`config.mk`:
```
export PLATFORM = sky130hd
export DESIGN_NAME = cbc_chain_ctrl
export DESIGN_NICKNAME = d
export VERILOG_FILES = /design/src/rtl/cbc_chain_ctrl.sv
export SDC_FILE = /design/constraint.sdc
export NUM_CORES = 2
export LEC_CHECK = 0
export ABC_AREA = 0
export CORE_ASPECT_RATIO = 0.6
export CORE_MARGIN = 4
export CORE_UTILIZATION = 33
export DETAILED_ROUTE_END_ITERATION = 16
export GPL_TIMING_DRIVEN = 0
export HOLD_SLACK_MARGIN = 0.1
export PLACE_DENSITY = 0.62
export SETUP_SLACK_MARGIN = 0.02
export SLEW_MARGIN = 20
export SYNTH_ARGS = -nofsm -noshare
export SYNTH_HDL_FRONTEND = slang
export SYNTH_SLANG_ARGS = --single-unit
```
`constraint.sdc`:
```
create_clock -name clk -period 5.5 [get_ports clk]
set_input_delay 0.55 -clock clk [delete_from_list [all_inputs] [get_ports clk]]
set_output_delay 0.55 -clock clk [all_outputs]
set_load 0.02 [all_outputs]
```
`src/rtl/cbc_chain_ctrl.sv`:
```
// rtl/cbc_chain_ctrl.sv - ECB/CBC chaining controller driving an external block-cipher core
module cbc_chain_ctrl #(
    parameter int BLK_W       = 128,
    parameter int MAX_BLOCKS  = 64,
    parameter int CNT_W       = 32,
    parameter int TIMEOUT_CYC = 256
) (
    input  logic             clk,
    input  logic             rst,
    input  logic             cmd_valid,
    output logic             cmd_ready,
    input  logic [31:0]      cmd_len,
    input  logic [1:0]       cmd_mode,
    input  logic [BLK_W-1:0] cmd_iv,
    input  logic             in_valid,
    output logic             in_ready,
    input  logic [BLK_W-1:0] in_data,
    output logic             core_start,
    output logic [BLK_W-1:0] core_din,
    output logic             core_decrypt,
    input  logic             core_busy,
    input  logic             core_done,
    input  logic [BLK_W-1:0] core_dout,
    output logic             out_valid,
    input  logic             out_ready,
    output logic [BLK_W-1:0] out_data,
    output logic             out_last,
    output logic             busy,
    output logic             done,
    output logic             err,
    input  logic [7:0]       csr_addr,
    output logic [31:0]      csr_rdata
);
    localparam int unsigned BLK_BYTES = BLK_W / 8;
    localparam int          TMO_W     = $clog2(TIMEOUT_CYC);
    localparam logic [1:0]  M_ENC     = 2'd1;
    localparam logic [1:0]  M_DEC     = 2'd2;
    localparam logic [1:0]  M_BAD     = 2'd3;

    typedef enum logic [2:0] {
        S_IDLE  = 3'd0,
        S_LOAD  = 3'd1,
        S_ISSUE = 3'd2,
        S_WAIT  = 3'd3,
        S_EMIT  = 3'd4
    } state_t;

    state_t             state_q, state_d;
    logic [1:0]         mode_q, mode_d;
    logic [BLK_W-1:0]   chain_q, chain_d;
    logic [BLK_W-1:0]   blk_q, blk_d;
    logic [BLK_W-1:0]   out_q, out_d;
    logic [31:0]        rem_q, rem_d;
    logic [TMO_W-1:0]   tmo_q, tmo_d;
    logic               done_q, done_d;
    logic               err_q, err_d;
    logic [CNT_W-1:0]   len_err_q, len_err_d;
    logic [CNT_W-1:0]   mode_err_q, mode_err_d;
    logic [CNT_W-1:0]   pkt_cnt_q, pkt_cnt_d;
    logic [CNT_W-1:0]   blk_cnt_q, blk_cnt_d;
    logic [CNT_W-1:0]   tmo_err_q, tmo_err_d;
    logic [31:0]        csr_q, csr_d;
    logic               len_bad;

    function automatic logic [CNT_W-1:0] sat_inc(input logic [CNT_W-1:0] v);
        return (&v) ? v : v + CNT_W'(1);
    endfunction

    assign len_bad = (cmd_len == 32'd0) || ((cmd_len % BLK_BYTES) != 32'd0)
                   || ((cmd_len / BLK_BYTES) > 32'(MAX_BLOCKS));

    always_comb begin
        state_d    = state_q;
        mode_d     = mode_q;
        chain_d    = chain_q;
        blk_d      = blk_q;
        out_d      = out_q;
        rem_d      = rem_q;
        tmo_d      = tmo_q;
        done_d     = 1'b0;
        err_d      = 1'b0;
        len_err_d  = len_err_q;
        mode_err_d = mode_err_q;
        pkt_cnt_d  = pkt_cnt_q;
        blk_cnt_d  = blk_cnt_q;
        tmo_err_d  = tmo_err_q;
        cmd_ready  = 1'b0;
        in_ready   = 1'b0;
        core_start = 1'b0;
        out_valid  = 1'b0;
        case (state_q)
            S_IDLE: begin
                cmd_ready = 1'b1;
                if (cmd_valid) begin
                    // A length fault takes precedence so only one error counter moves
                    if (len_bad) begin
                        err_d     = 1'b1;
                        len_err_d = sat_inc(len_err_q);
                    end else if (cmd_mode == M_BAD) begin
                        err_d      = 1'b1;
                        mode_err_d = sat_inc(mode_err_q);
                    end else begin
                        mode_d  = cmd_mode;
                        chain_d = cmd_iv;
                        rem_d   = cmd_len / BLK_BYTES;
                        state_d = S_LOAD;
                    end
                end
            end
            S_LOAD: begin
                in_ready = 1'b1;
                if (in_valid) begin
                    blk_d   = in_data;
                    state_d = S_ISSUE;
                end
            end
            S_ISSUE: begin
                if (!core_busy) begin
                    core_start = 1'b1;
                    tmo_d      = TMO_W'(1);
                    state_d    = S_WAIT;
                end
            end
            S_WAIT: begin
                if (core_done) begin
                    state_d = S_EMIT;
                    if (mode_q == M_ENC) begin
                        out_d   = core_dout;
                        chain_d = core_dout;
                    end else if (mode_q == M_DEC) begin
                        out_d   = core_dout ^ chain_q;
                        chain_d = blk_q;
                    end else begin
                        out_d = core_dout;
                    end
                end else if (tmo_q == TMO_W'(TIMEOUT_CYC - 1)) begin
                    // err becomes visible exactly TIMEOUT_CYC cycles after core_start
                    state_d   = S_IDLE;
                    err_d     = 1'b1;
                    tmo_err_d = sat_inc(tmo_err_q);
                end else begin
                    tmo_d = tmo_q + TMO_W'(1);
                end
            end
            S_EMIT: begin
                out_valid = 1'b1;
                if (out_ready) begin
                    blk_cnt_d = sat_inc(blk_cnt_q);
                    rem_d     = rem_q - 32'd1;
                    if (rem_q == 32'd1) begin
                        state_d   = S_IDLE;
                        done_d    = 1'b1;
                        pkt_cnt_d = sat_inc(pkt_cnt_q);
                    end else begin
                        state_d = S_LOAD;
                    end
                end
            end
            default: state_d = S_IDLE;
        endcase
    end

    always_comb begin
        csr_d = 32'd0;
        case (csr_addr)
            8'h40:   csr_d = {8'd0, rem_q[7:0], 13'd0, mode_q, busy};
            8'h44:   csr_d = 32'(len_err_q);
            8'h48:   csr_d = 32'(mode_err_q);
            8'h4C:   csr_d = 32'(pkt_cnt_q);
            8'h50:   csr_d = 32'(blk_cnt_q);
            8'h54:   csr_d = 32'(tmo_err_q);
            default: csr_d = 32'd0;
        endcase
    end

    always_ff @(posedge clk) begin
        if (rst) begin
            state_q    <= S_IDLE;
            mode_q     <= 2'd0;
            chain_q    <= '0;
            blk_q      <= '0;
            out_q      <= '0;
            rem_q      <= 32'd0;
            tmo_q      <= '0;
            done_q     <= 1'b0;
            err_q      <= 1'b0;
            len_err_q  <= '0;
            mode_err_q <= '0;
            pkt_cnt_q  <= '0;
            blk_cnt_q  <= '0;
            tmo_err_q  <= '0;
            csr_q      <= 32'd0;
        end else begin
            state_q    <= state_d;
            mode_q     <= mode_d;
            chain_q    <= chain_d;
            blk_q      <= blk_d;
            out_q      <= out_d;
            rem_q      <= rem_d;
            tmo_q      <= tmo_d;
            done_q     <= done_d;
            err_q      <= err_d;
            len_err_q  <= len_err_d;
            mode_err_q <= mode_err_d;
            pkt_cnt_q  <= pkt_cnt_d;
            blk_cnt_q  <= blk_cnt_d;
            tmo_err_q  <= tmo_err_d;
            csr_q      <= csr_d;
        end
    end

    assign busy         = (state_q != S_IDLE);
    assign core_din     = (mode_q == M_ENC) ? (blk_q ^ chain_q) : blk_q;
    assign core_decrypt = (mode_q == M_DEC);
    assign out_data     = out_q;
    assign out_last     = (state_q == S_EMIT) && (rem_q == 32'd1);
    assign done         = done_q;
    assign err          = err_q;
    assign csr_rdata    = csr_q;
endmodule
```
# Word-level counts from Yosys, hierarchy flattened
# Cells that the tools add are included.
# Widths: inputs -> output; s select.
[word_totals]
register_bits = 623
input_bits = 433
output_inout_bits = 297
wordCells = 131
[classes]
n_addsub = 7
magnitude_cmp = 1
eq_ne = 26
n_mux = 42
n_bitwise = 12
n_reduce_logical = 28
[ops]
columns = ["op", "n"]
rows = [
  ["$mux 128", 9],
  ["$pmux 128 s2", 1],
  ["$xor 128x128->128", 2],
  ["$pmux 32 s6", 1],
  ["$add 32x1->32 const B", 5],
  ["$reduce_and 32->1", 5],
  ["$mux 32", 4],
  ["$pmux 32 s2", 1],
  ["$eq 8x7->1 const B", 6],
  ["$eq 32x1->1 const B", 1],
  ["$logic_not 32->1", 1],
  ["$reduce_bool 32->1", 1],
  ["$sub 32x1->32 const B", 1],
  ["$gt 28x7->1 const B", 1],
  ["$mux 3", 8],
  ["$mux 8", 3],
  ["$reduce_and 4->1", 5],
  ["$ne 2x2->1 const B", 9],
  ["$pmux 8 s2", 1],
  ["$pmux 3 s5", 1],
  ["$mux 1", 12],
  ["$not 1->1", 10],
  ["$reduce_and 5->1", 2],
  ["$add 8x1->8 const B", 1],
  ["other kinds (18)", 25],
]

# Logic depth before layout (Yosys ltp)
[depth]
ltp_word = 6
depth_mapped = 12
depth_no_buf = 8

# Least setup slack after synthesis
# OpenSTA, ideal clock, no wires.
[synth_timing]
path_type = "reg-to-output"
from = "reg mode_q[0]"
to = "out core_din[107]"
arrival_time_ps = 2155
required_time_ps = 4950
slack_ps = 2795
path_stages_with_launch = 8
n_path_buf = 4
cell_sequence = "dfxtp_1 > ha_1 > clkbuf_1 > clkbuf_1 > clkbuf_1 > clkbuf_1 > nand2_1 > xnor2_1"
[synth_between]
elab_chain_len = 2
[synth_lines]
columns = ["element", "line_no", "text"]
rows = [
  ["from (decl)", "49", "logic [1:0] mode_q, mode_d;"],
  ["from (signal assigned)", "195", "mode_q <= mode_d;"],
  ["$eq 2x1->1", "213", "assign core_din = (mode_q == M_ENC) ? (blk_q ^ chain_q) : blk_q;"],
  ["$mux 128", "213", ""],
  ["to (decl)", "19", "output logic [BLK_W-1:0] core_din,"],
]
# Every way passes these cells.

# Worst setup path in the final report
[layout_timing]
from = "reg mode_q[0]"
to = "out core_din[10]"
# The elaborated chain is that of the path after synthesis.

==> metrics.md <==
| Metric | Value |
|---|---|
| Cells after DPL | `roughly 6,000` |
| Buffers on Ports | `between 700 and 800` |
| First-pass GRT wire length | `around 220,000 µm` |
| DP HPWL | `between 100,000 and 150,000 µm` |
| GRT Total Usage | `0.299` |
| Worst-Margin Slew | `1.21 ns` |
| Clk_lat worst skew | `0.66 ns` |
| Floorplan core area | `a little over 90,000 µm²` |
| Worst clock skew | `0.0453 ns` |
| WHS Path Cells | `3` |
| Fillers | `slightly above 9,000` |
| DRC | `0` |
| Crit-path max cell delay | `~0.79 ns` |
| Mapped Area | `31,100 µm²` |
| Aggregate global routing overflow | `0` |
| DRT iter0 DRCs | `roughly 3,700` |
| Yosys cell types | `67` |
| Buf/Inv on CP | `5` |
| Status | `complete, no violations` |
| Post-Place Setup Slack | `around 0.55 ns` |
| Max Used Layer | `met5` |
| Cell Pwr Density | `between 200 and 300 nW/µm²` |
| Reg area | `12,500 µm²` |
| Worst hold start | `in_data[106]` |
| Worst Path Max Fanout | `10` |
| Crit-path cells | `ha_1, clkbuf_1, clkbuf_2, clkbuf_2, clkbuf_1, nand2_1, xnor2_1, clkdlybuf4s50_1` |
| Most frequent cells in the layout | `nand2_1 (868), clkdlybuf4s50_1 (728), dfxtp_1 (623)` |
| Critical Path Source Type | `flip-flop` |
| Synth Area per Inst | `7.86 µm²` |
| Maximum number of pins on one net before global-route repair | `16` |
| Final WS setup | `0.421 ns` |
| Htree depth | `3` |
| Setup_tns | `0 ns` |
| Main flop type after synthesis | `dfxtp_1` |
| Synth area leader | `dfxtp_1` |
| TritonCTS clock tree | `built` |
| Worst Hold End | `blk_q[106]` |
| Post-synth ARST share | `0` |
| Site row count | `86` |
| Worst-path clk slew | `~0.070 ns` |
| #FFs+latches synth | `a little over 600` |
| Die area | `between 90,000 and 100,000 µm²` |
| Max clock buf depth | `3` |
| Fin crit period | `5.08 ns` |
| Number of placed I/O pins | `730` |
| Worst Setup End Kind | `output port` |
| Post-synthesis cell count | `~4,000` |
| Worst r2r path cells | `12` |
| CP max-delay cell | `clkdlybuf4s50_1` |
| Routed WL | `roughly 160,000 µm` |
| Vias | `approximately 33,000` |
| Post-route ant nets | `0` |
| Vias in the first global route | `between 30,000 and 40,000` |
| Max frequency | `197 MHz` |
| First drt pass iteration count | `6` |
| Post-synth top area share | `0.401` |
| Family with the most delay on the worst path | `buffers and inverters` |
| Metal3 WL | `~19,000 µm` |
| Main area contributors after synthesis | `dfxtp_1 (40%), nand2_1 (10%), a21oi_1 (6.3%), xor2_1 (5.9%), mux2i_1 (5.2%)` |
| Hold Crit Class | `input pin to flip-flop` |
| Post-DR vias/cell | `roughly 5.5` |
| Post-synth EDFFs | `0` |
| Final worst-path cycle share | `0.924` |
| Most common cell after layout, fill and taps aside | `nand2_1` |
| CTS Buf Count | `a little under 70` |
| NumNets Final | `between 5,000 and 6,000` |
| Syn_nets | `4,401` |
| Max Cap Violations | `0` |
| Unrepaired setup endpoints after global routing | `false` |
| Final slew viol count | `0` |
| Root Buffer | `clkbuf_16` |
| Final setup fails | `0` |
| Area of the multi-input gates | `17,500 µm²` |
| Hold slack | `0.448 ns` |
| Reg-to-Reg End | `blk_q[84]` |
| Routed WL per cell | `~26 µm` |
| Die height | `between 200 and 250 µm` |
| Seq/Total Area, Yosys | `0.401` |
| Initial antenna violation count | `40` |
| Global placement routability congestion | `1.02` |
| WS Path Type | `flip-flop to output port` |
| Fraction of layout cells with a size suffix above 1 | `0.0333` |
| Non-filler cells, final | `just over 6,000` |
| Reg2reg setup slack | `between 1 and 1.5 ns` |
| Worst Path Required | `a little under 5 ns` |
| # clock sinks | `approximately 620` |
| Area growth, synth to finish | `36.5%` |
| Leakage power | `between 0.01 and 0.015 µW` |
| Starting Density | `0.336` |
| Worst VDD drop | `around 0.20 mV` |
| Worst R2R Start | `state_q[1]` |
| Arr. time, crit path | `roughly 4.5 ns` |
| Synth warn | `0` |
| Die Width | `between 400 and 500 µm` |
| Wl on met1 | `between 60,000 and 70,000 µm` |
| DR WL met2 | `around 63,000 µm` |
| Final Hold Fails | `0` |
| Slew headroom | `0.196` |
[worst reg2reg max path, cell delays in order (launching register included)]
cell and delay, ns:
dfxtp_1 0.32, clkbuf_1 0.38, nor2_1 0.13, nand2_1 0.32
inv_1 0.09, clkbuf_1 0.28, nand2b_1 0.21, o211ai_1 0.20
nor3_1 0.56, clkbuf_2 0.68, buf_1 0.55, nand2_1 0.19
a21oi_1 0.15
[report_power, final]
group	total, µW	internal (µW)	leakage, µW	switching [µW]
clock network	5090	3000	0.00118	2080
registers	4950	4750	0.00502	201
logic	1910	769	0.00658	1140
total	11900	8520	0.0128	3420
[synthesized netlist by cell type (11+ instances only)]
library cell / number
buf_1: 12
or3_1: 32
nor4_1: 31
and4_1: 29
a22oi_1: 37
o21ai_0: 60
xnor2_1: 167
o211ai_1: 130
and3_1: 27
mux2i_1: 162
nor2b_1: 11
nor3_1: 42
nand2_1: 868
nor2_1: 353
or4_1: 22
inv_1: 24
a211oi_1: 136
nand4_1: 77
xor2_1: 209
o31ai_1: 14
and2_1: 15
nand3_1: 102
clkbuf_1: 273
a21oi_1: 389
dfxtp_1: 623
[worst max-delay path by stage]
stage	startpoint	endpoint	slack [ns]	cells after the start
after detailed placement	cmd_len[25]	chain_q[93]	0.55	9
after CTS	mode_q[0]	core_din[8]	0.1	8
after global placement	mode_q[0]	core_din[8]	0.54	8
after global routing	mode_q[0]	core_din[10]	0.36	8
after floorplan	mode_q[0]	core_din[107]	2.79	7
final	mode_q[0]	core_din[10]	0.42	8
[stage by stage]
| step | cell area, µm² | power, µW | util |
|---|---|---|---|
| floorplan | 31100 | 5880 | - |
| global placement | 39900 | 6890 | 0.431 |
| detailed placement | 40000 | 6910 | 0.432 |
| CTS | 42400 | 12000 | 0.458 |
| global route | 42500 | 12300 | 0.458 |
| finish | 42500 | 11900 | 0.459 |
[cells by family after synthesis]
group | synth area share
AND/OR/NAND/NOR | 0.233
XOR/XNOR | 0.106
flip-flops | 0.401
multiplexers | 0.0557
adder cells (fa/ha/maj) | 0.00402
buffers and inverters | 0.0378
AO/OA/AOI/OAI | 0.162
[what timing repair did]
action / 4_1_cts / 5_1_grt
resized for setup: 1 / 4
setup buffers: 0 / 0
endpoints found under the setup margin: 5 / 2
hold endpoints to repair: 0 / 0
pin swaps: 0 / 0
hold buffers: 0 / 0
[flip-flops by register name, summed over array words and instances (netlist names)]
signal / count
blk_cnt_q: 32
blk_q: 128
chain_q: 128
csr_rdata: 32
done: 1
err: 1
len_err_q: 32
mode_err_q: 32
mode_q: 2
out_data: 128
pkt_cnt_q: 32
rem_q: 32
state_q: 3
tmo_err_q: 32
tmo_q: 8
[cell type report]
class | count | area share
Clock buffer | 94 | 0.0479
Timing Repair Buffer | 729 | 0.172
Tap cell | 1232 | 0.0363
Clock inverter | 24 | 0.00848
Antenna cell | 32 | 0.00188
Inverter | 24 | 0.00212
Multi-Input combinational cell | 3024 | 0.412
Sequential cell | 623 | 0.294
Buffer | 287 | 0.0259
[routing by layer]
metal,track usage,vias to the layer above
met3,0.112,265
met4,0.110,18
met5,0,-
li1,-,15357
met1,0.422,15829
met2,0.410,1689
Power figures use the tool's default switching activity.
